`src/rtl/n101_uart_tx_sched_if.sv`:
```
// Handshake bundle between the two byte requesters, the TX scheduler and the UART enqueue port.
// The scheduler connects through the slave modport; the requesters and the UART side use master.
interface n101_uart_tx_sched_if;
    logic       r0_valid;
    logic [7:0] r0_bits;
    logic       r0_last;
    logic       r0_ready;
    logic       r1_valid;
    logic [7:0] r1_bits;
    logic       r1_last;
    logic       r1_ready;
    logic       tx_valid;
    logic [7:0] tx_bits;
    logic       tx_ready;

    modport master (
        output r0_valid, r0_bits, r0_last,
        input  r0_ready,
        output r1_valid, r1_bits, r1_last,
        input  r1_ready,
        input  tx_valid, tx_bits,
        output tx_ready
    );

    modport slave (
        input  r0_valid, r0_bits, r0_last,
        output r0_ready,
        input  r1_valid, r1_bits, r1_last,
        output r1_ready,
        output tx_valid, tx_bits,
        input  tx_ready
    );
endinterface

```
`src/rtl/n101_uart_tx_sched.sv`:
```
// n101 UART TX scheduler: round-robin arbitration with packet lock between two byte
// requesters, a show-ahead byte FIFO in front of the UART enqueue port, and ownership of
// the UART configuration, which is only changed while the line is quiet.
module n101_uart_tx_sched #(
    parameter int          FIFO_AW   = 3,
    parameter logic [15:0] DIV_RESET = 16'd0
) (
    input  logic               clock,
    input  logic               reset,
    input  logic               cfg_wr,
    input  logic               cfg_en,
    input  logic [15:0]        cfg_div,
    input  logic               cfg_nstop,
    output logic               cfg_pending,
    n101_uart_tx_sched_if.slave bus,
    output logic               tx_en,
    output logic [15:0]        tx_div,
    output logic               tx_nstop,
    output logic [FIFO_AW:0]   fifo_count
);

    localparam int                 DEPTH      = 2 ** FIFO_AW;
    localparam logic [FIFO_AW:0]   FULL_COUNT = {1'b1, {FIFO_AW{1'b0}}};
    localparam logic [FIFO_AW:0]   COUNT_ONE  = 1;
    localparam logic [FIFO_AW-1:0] PTR_ONE    = 1;

    typedef enum logic [1:0] {
        OWN_NONE = 2'd0,
        OWN_R0   = 2'd1,
        OWN_R1   = 2'd2
    } owner_t;

    owner_t owner_reg, owner_next;
    logic   rr_ptr_reg, rr_ptr_next;
    // Set once any packet has completed; until then r0 is preferred on a tie.
    logic   served_reg, served_next;

    logic [7:0]         mem [DEPTH];
    logic [FIFO_AW-1:0] wr_ptr_reg;
    logic [FIFO_AW-1:0] rd_ptr_reg;
    logic [FIFO_AW:0]   count_reg;

    logic        uart_idle_reg;
    logic        cfg_pending_reg;
    logic        stage_en_reg;
    logic [15:0] stage_div_reg;
    logic        stage_nstop_reg;
    logic        tx_en_reg;
    logic [15:0] tx_div_reg;
    logic        tx_nstop_reg;

    logic [1:0] req_valid;
    logic [1:0] req_last;
    logic [1:0] req_ready;
    logic [1:0] req_accept;
    logic [7:0] req_bits [2];

    logic       fifo_full;
    logic       fifo_empty;
    logic       push;
    logic       pop;
    logic [7:0] push_bits;
    logic       apply;

    assign req_valid   = {bus.r1_valid, bus.r0_valid};
    assign req_last    = {bus.r1_last,  bus.r0_last};
    assign req_bits[0] = bus.r0_bits;
    assign req_bits[1] = bus.r1_bits;

    assign fifo_full  = (count_reg == FULL_COUNT);
    assign fifo_empty = (count_reg == '0);

    // Only the current owner is ever ready, and never while the FIFO is full (no pass-through).
    generate
        for (genvar gi = 0; gi < 2; gi++) begin : g_req
            assign req_ready[gi]  = (owner_reg == owner_t'(gi + 1)) && !fifo_full;
            assign req_accept[gi] = req_valid[gi] && req_ready[gi];
        end
    endgenerate

    assign bus.r0_ready = req_ready[0];
    assign bus.r1_ready = req_ready[1];

    assign push      = |req_accept;
    assign push_bits = req_accept[1] ? req_bits[1] : req_bits[0];
    assign pop       = !fifo_empty && bus.tx_ready;

    assign bus.tx_valid = !fifo_empty;
    assign bus.tx_bits  = mem[rd_ptr_reg];

    // While disabled nothing can be on the wire, so a staged config goes out at once;
    // otherwise a disabled scheduler holding bytes could never be enabled.
    assign apply = cfg_pending_reg && !cfg_wr &&
                   (!tx_en_reg ||
                    (fifo_empty && (owner_reg == OWN_NONE) && uart_idle_reg));

    assign cfg_pending = cfg_pending_reg;
    assign tx_en       = tx_en_reg;
    assign tx_div      = tx_div_reg;
    assign tx_nstop    = tx_nstop_reg;
    assign fifo_count  = count_reg;

    // Arbiter next state: grant from NONE, hold the grant until the last byte is accepted.
    always_comb begin
        owner_next  = owner_reg;
        rr_ptr_next = rr_ptr_reg;
        served_next = served_reg;
        case (owner_reg)
            OWN_NONE: begin
                if (!cfg_pending_reg) begin
                    if (req_valid[0] && req_valid[1]) begin
                        owner_next = (served_reg && !rr_ptr_reg) ? OWN_R1 : OWN_R0;
                    end else if (req_valid[0]) begin
                        owner_next = OWN_R0;
                    end else if (req_valid[1]) begin
                        owner_next = OWN_R1;
                    end
                end
            end
            OWN_R0: begin
                if (req_accept[0] && req_last[0]) begin
                    owner_next  = OWN_NONE;
                    rr_ptr_next = 1'b0;
                    served_next = 1'b1;
                end
            end
            OWN_R1: begin
                if (req_accept[1] && req_last[1]) begin
                    owner_next  = OWN_NONE;
                    rr_ptr_next = 1'b1;
                    served_next = 1'b1;
                end
            end
            default: owner_next = OWN_NONE;
        endcase
    end

    // Arbiter state register.
    always_ff @(posedge clock or posedge reset) begin
        if (reset) begin
            owner_reg  <= OWN_NONE;
            rr_ptr_reg <= 1'b0;
            served_reg <= 1'b0;
        end else begin
            owner_reg  <= owner_next;
            rr_ptr_reg <= rr_ptr_next;
            served_reg <= served_next;
        end
    end

    // FIFO storage write; contents need no reset since occupancy is tracked separately.
    always_ff @(posedge clock) begin
        if (push) begin
            mem[wr_ptr_reg] <= push_bits;
        end
    end

    // FIFO pointers and occupancy; simultaneous push and pop leaves the count unchanged.
    always_ff @(posedge clock or posedge reset) begin
        if (reset) begin
            wr_ptr_reg <= '0;
            rd_ptr_reg <= '0;
            count_reg  <= '0;
        end else begin
            if (push) begin
                wr_ptr_reg <= wr_ptr_reg + PTR_ONE;
            end
            if (pop) begin
                rd_ptr_reg <= rd_ptr_reg + PTR_ONE;
            end
            case ({push, pop})
                2'b10:   count_reg <= count_reg + COUNT_ONE;
                2'b01:   count_reg <= count_reg - COUNT_ONE;
                default: count_reg <= count_reg;
            endcase
        end
    end

    // Line tracking: busy from a handshake until the UART is ready with nothing offered.
    always_ff @(posedge clock or posedge reset) begin
        if (reset) begin
            uart_idle_reg <= 1'b1;
        end else if (pop) begin
            uart_idle_reg <= 1'b0;
        end else if (bus.tx_ready && fifo_empty) begin
            uart_idle_reg <= 1'b1;
        end
    end

    // Config staging and apply; a fresh write always wins over a pending apply.
    always_ff @(posedge clock or posedge reset) begin
        if (reset) begin
            cfg_pending_reg <= 1'b0;
            stage_en_reg    <= 1'b0;
            stage_div_reg   <= DIV_RESET;
            stage_nstop_reg <= 1'b0;
            tx_en_reg       <= 1'b0;
            tx_div_reg      <= DIV_RESET;
            tx_nstop_reg    <= 1'b0;
        end else if (cfg_wr) begin
            cfg_pending_reg <= 1'b1;
            stage_en_reg    <= cfg_en;
            stage_div_reg   <= cfg_div;
            stage_nstop_reg <= cfg_nstop;
        end else if (apply) begin
            cfg_pending_reg <= 1'b0;
            tx_en_reg       <= stage_en_reg;
            tx_div_reg      <= stage_div_reg;
            tx_nstop_reg    <= stage_nstop_reg;
        end
    end

endmodule
```
`src/flat_wrapper.sv`:
```
// flat-port wrapper written by rule: the top's interface ports become plain ports
module n101_uart_tx_sched_flat 
#(
    parameter int          FIFO_AW   = 3,
    parameter logic [15:0] DIV_RESET = 16'd0
)
  (clock, reset, cfg_wr, cfg_en, cfg_div, cfg_nstop, cfg_pending, tx_en, tx_div, tx_nstop, fifo_count, bus_r0_valid, bus_r0_bits, bus_r0_last, bus_r0_ready, bus_r1_valid, bus_r1_bits, bus_r1_last, bus_r1_ready, bus_tx_valid, bus_tx_bits, bus_tx_ready);
  n101_uart_tx_sched_if bus_i ();
  input  logic clock;
  input  logic reset;
  input  logic cfg_wr;
  input  logic cfg_en;
  input  logic [15:0] cfg_div;
  input  logic cfg_nstop;
  output logic cfg_pending;
  output logic tx_en;
  output logic [15:0] tx_div;
  output logic tx_nstop;
  output logic [FIFO_AW:0] fifo_count;
  input wire logic [$bits(bus_i.r0_valid)-1:0] bus_r0_valid;
  input wire logic [$bits(bus_i.r0_bits)-1:0] bus_r0_bits;
  input wire logic [$bits(bus_i.r0_last)-1:0] bus_r0_last;
  output wire logic [$bits(bus_i.r0_ready)-1:0] bus_r0_ready;
  input wire logic [$bits(bus_i.r1_valid)-1:0] bus_r1_valid;
  input wire logic [$bits(bus_i.r1_bits)-1:0] bus_r1_bits;
  input wire logic [$bits(bus_i.r1_last)-1:0] bus_r1_last;
  output wire logic [$bits(bus_i.r1_ready)-1:0] bus_r1_ready;
  output wire logic [$bits(bus_i.tx_valid)-1:0] bus_tx_valid;
  output wire logic [$bits(bus_i.tx_bits)-1:0] bus_tx_bits;
  input wire logic [$bits(bus_i.tx_ready)-1:0] bus_tx_ready;
  assign bus_i.r0_valid = bus_r0_valid;
  assign bus_i.r0_bits = bus_r0_bits;
  assign bus_i.r0_last = bus_r0_last;
  assign bus_r0_ready = bus_i.r0_ready;
  assign bus_i.r1_valid = bus_r1_valid;
  assign bus_i.r1_bits = bus_r1_bits;
  assign bus_i.r1_last = bus_r1_last;
  assign bus_r1_ready = bus_i.r1_ready;
  assign bus_tx_valid = bus_i.tx_valid;
  assign bus_tx_bits = bus_i.tx_bits;
  assign bus_i.tx_ready = bus_tx_ready;
  n101_uart_tx_sched #(.FIFO_AW(FIFO_AW), .DIV_RESET(DIV_RESET)) u_core (.clock(clock), .reset(reset), .cfg_wr(cfg_wr), .cfg_en(cfg_en), .cfg_div(cfg_div), .cfg_nstop(cfg_nstop), .cfg_pending(cfg_pending), .bus(bus_i), .tx_en(tx_en), .tx_div(tx_div), .tx_nstop(tx_nstop), .fifo_count(fifo_count));
endmodule
```
`config.mk`:
```
export PLATFORM = sky130hd
export DESIGN_NAME = n101_uart_tx_sched_flat
export DESIGN_NICKNAME = d
export VERILOG_FILES = /design/src/rtl/n101_uart_tx_sched_if.sv /design/src/rtl/n101_uart_tx_sched.sv /design/src/flat_wrapper.sv
export SDC_FILE = /design/constraint.sdc
export NUM_CORES = 1
export LEC_CHECK = 0
export ABC_AREA = 1
export BUFFER_PORTS_ARGS = -buffer_cell sky130_fd_sc_hd__buf_2
export CAP_MARGIN = 20
export CORE_ASPECT_RATIO = 1.4
export CORE_MARGIN = 2
export CORE_UTILIZATION = 40
export CTS_CLUSTER_DIAMETER = 150
export CTS_CLUSTER_SIZE = 24
export DETAILED_ROUTE_END_ITERATION = 16
export GPL_TIMING_DRIVEN = 0
export PLACE_DENSITY = 0.6
export SETUP_SLACK_MARGIN = 0.15
export SLEW_MARGIN = 20
export SYNTH_ARGS = -nofsm -noshare
export SYNTH_HDL_FRONTEND = slang
export SYNTH_SLANG_ARGS = --single-unit
```
`constraint.sdc`:
```
create_clock -name clock -period 2.36 [get_ports clock]
set_input_delay 0.236 -clock clock [delete_from_list [all_inputs] [get_ports clock]]
set_output_delay 0.236 -clock clock [all_outputs]
set_load 0.03 [all_outputs]
```
==> impl_results.md <==
* WL/cell at 15.55 um
* Sw power at 3.566 mW
* Post-Synthesis Cell Area at 5022 um2
* Clk_lat worst skew at 0.40 ns
* Crit path time final at 2.168 ns
* Req. time, crit path at 2.65 ns
* Dpl hpwl at 7.753 mm
* DRC at 0
* Hold Slack at 0.04245 ns
* Final nets at 598
* Clock-pin slew on the worst setup and hold paths at 0.05 ns
* Final Slew Violations at 0
* Critical path class: reg -> reg
* Reg2Reg Setup Slack at 0.19 ns
* Clock tree from TritonCTS: yes
* Status: finished clean
* Period Utilization, post-route at 91.85%
* Final Hold Vio Count at 0
* Leak at 2.815 nW
* Post-route ant nets at 0
* Seq pwr share at 32.2%
* Syn Inst Count at 446
* Port Buffer Count at 74
* Relative slew slack at 48.58%
* CP Capture Type: flop
* Area grow syn2layout at 27.18%
* Die ar. at 13480 um2
* Peak Freq at 0.4613 GHz
* Pin count of the biggest net entering global routing at 35
* Worst min-delay path class: in -> reg
* Setup WS post-layout at 0.1923 ns
* Sequential-to-total area share from yosys stat at 64.20%
* Via/cell ratio at 4.957
* Flops & latches, synth at 116
* Final setup violation count at 0
* Cell area after placement at 5647 um2
* Commonest non-fill, non-tap cell in the layout: nand2_1
* Final core occ at 51.88%
* Initial Util at 40.79%
* CTS root buffer: clkbuf_16
* Arrival time worst endpoint at 2.45 ns
* Number of global-route vias before repair at 3548
* 1st-pass router iterations at 7
* First-pass GRT wire length at 17.60 mm
* GRT overflow at 0
* RSZ-0062 raised after global routing: yes
* Clk pwr share at 26.9%
* Peak VDD IR at 0.0008455 V
* Diodes inserted at 0
* Dpl ws at -0.1178 ns
* Ys Warns at 0
* Post-Layout Cell Count at 714
* TritonCTS buffer count at 17
* Most frequent cells in the layout: nand2_1 (101), buf_2 (72), edfxtp_1 (64), dfrtp_1 (47), o21ai_0 (38)
* Site Rows at 48
* Switching share of power at 38.82%
* H-tree Lvls at 4
* Mapped Nets at 493
* IO Count at 76
* Int Pwr at 5.620 mW
* Share of post-route cells with drive strength above 1 at 33.69%
* All-Layer GR Usage at 17.33%
* Max Buffers Root-to-Sink at 2
* Worst slew pin tran at 0.7685 ns
* Startpoint types: flop
* Via count at 3539
* Iteration-0 DRC Markers at 150
* Final Wtd Congestion at 0.8472
* Post-route design area at 6387 um2
* Max reg flops at 64
* Cell Pwr Density at 1438 nW/um2
* Max-cap viol count at 0
* Placed Instances at 671
* Core Area at 12310 um2
* Netlist cell types at 33
* Routed wire length at 11.10 mm
* Initial antenna violation count at 0
* Die width at 98.70 um
* Die height at 136.6 um
* Comb power frac at 40.9%
* Setup Total Neg Slack at 0 ns
* Peak fanout along the critical path at 5
* Worst Clk Skew at 0.004683 ns
* Synthesized area per cell at 11.26 um2
* Pwr Total at 9.186 mW
* Total clock sinks at 116
cell usage after synthesis:
master / count / area, um2
o21ai_1: 1 / 5.000
o21ai_2: 19 / 166.4
nor2_4: 2 / 22.52
nand3_4: 2 / 35.03
xnor2_1: 1 / 8.760
o22ai_1: 16 / 100.1
mux2i_1: 16 / 160.2
ha_1: 5 / 62.56
clkbuf_1: 10 / 37.54
or2_2: 1 / 6.260
nand2_1: 102 / 382.9
xor2_1: 3 / 26.28
buf_2: 4 / 20.02
nand2_2: 12 / 75.07
nor2_2: 6 / 37.54
a21o_1: 1 / 7.510
o211ai_1: 1 / 7.510
dfstp_2: 1 / 26.28
nand4_1: 5 / 31.28
buf_6: 3 / 33.78
inv_2: 3 / 11.26
nor2_1: 24 / 90.09
nand2_8: 1 / 20.02
clkinv_1: 2 / 7.510
edfxtp_1: 64 / 1922
nand2_4: 3 / 33.78
inv_1: 33 / 123.9
a21oi_4: 1 / 16.27
nand3_1: 12 / 60.06
nand3b_1: 1 / 7.510
and2_1: 1 / 6.260
o21ai_0: 39 / 195.2
dfrtp_1: 51 / 1276
cell type report:
| cell class | instances | area (um2) |
|---|---|---|
| buffer | 17 | 123.9 |
| clock buffer | 20 | 436.7 |
| clock inverter | 12 | 137.6 |
| fill | 1094 | 5924 |
| inverter | 38 | 150.1 |
| multi-input combinational | 275 | 1629 |
| sequential | 116 | 3229 |
| tap | 150 | 187.7 |
| timing repair buffer | 86 | 493.0 |
cell families after synthesis:
group,share of synthesized area [%]
simple gates,16.09
flops,64.20
compound gates,9.916
buf+inv,4.659
mux,3.189
xor+xnor,0.6977
fa+ha+maj,1.246
power groups by stage:
stage / registers [mW] / clock network (mW) / logic, mW
floorplan: 3.31 / 0 / 2.16
finish: 2.95 / 2.47 / 3.76
detailed placement: 3.01 / 0 / 3.45
global placement: 2.99 / 0 / 3.38
global route: 3.01 / 2.61 / 4.11
CTS: 2.95 / 2.51 / 3.59
metal layers:
metal | GRT usage (%) | vias to the layer above | wire length [um]
met5 | 0 | - | 0
met4 | 6.164 | 0 | 141
met3 | 5.720 | 12 | 629
met2 | 30.76 | 96 | 5942
met1 | 19.47 | 1706 | 4390
li1 | - | 1725 | -
final timing paths:
check	from	to	depth (start not counted)
min reg2reg	u_core.served_reg	u_core.served_reg	2
min	cfg_nstop	u_core.stage_nstop_reg	3
min in group asynchronous	reset	u_core.tx_nstop	3
max	u_core.fifo_count[2]	u_core.fifo_count[2]	13
max in group asynchronous	reset	u_core.uart_idle_reg	4
max reg2reg	u_core.fifo_count[2]	u_core.fifo_count[2]	13
worst max-delay path: stages (launching register included):
cell     delay, ns
dfrtp_2       0.44
nor2_4        0.18
nand2_2       0.08
and2_2        0.18
nand2_2       0.10
nand2_8       0.08
inv_4         0.07
ha_4          0.16
xor2_4        0.08
ha_2          0.17
a21o_1        0.16
or2_4         0.23
nand3_2       0.06
o21ai_2       0.05
timing repair:
| item | 4_1_cts | 5_1_grt |
|---|---|---|
| hold buffers | 1 | 0 |
| resized for setup | 7 | 20 |
| buffers inserted | 5 | 5 |
| endpoints found under the setup margin | 43 | 22 |
| hold endpoints to repair | 18 | 0 |
| pin swaps | 2 | 6 |
Power figures use the tool's default switching activity.
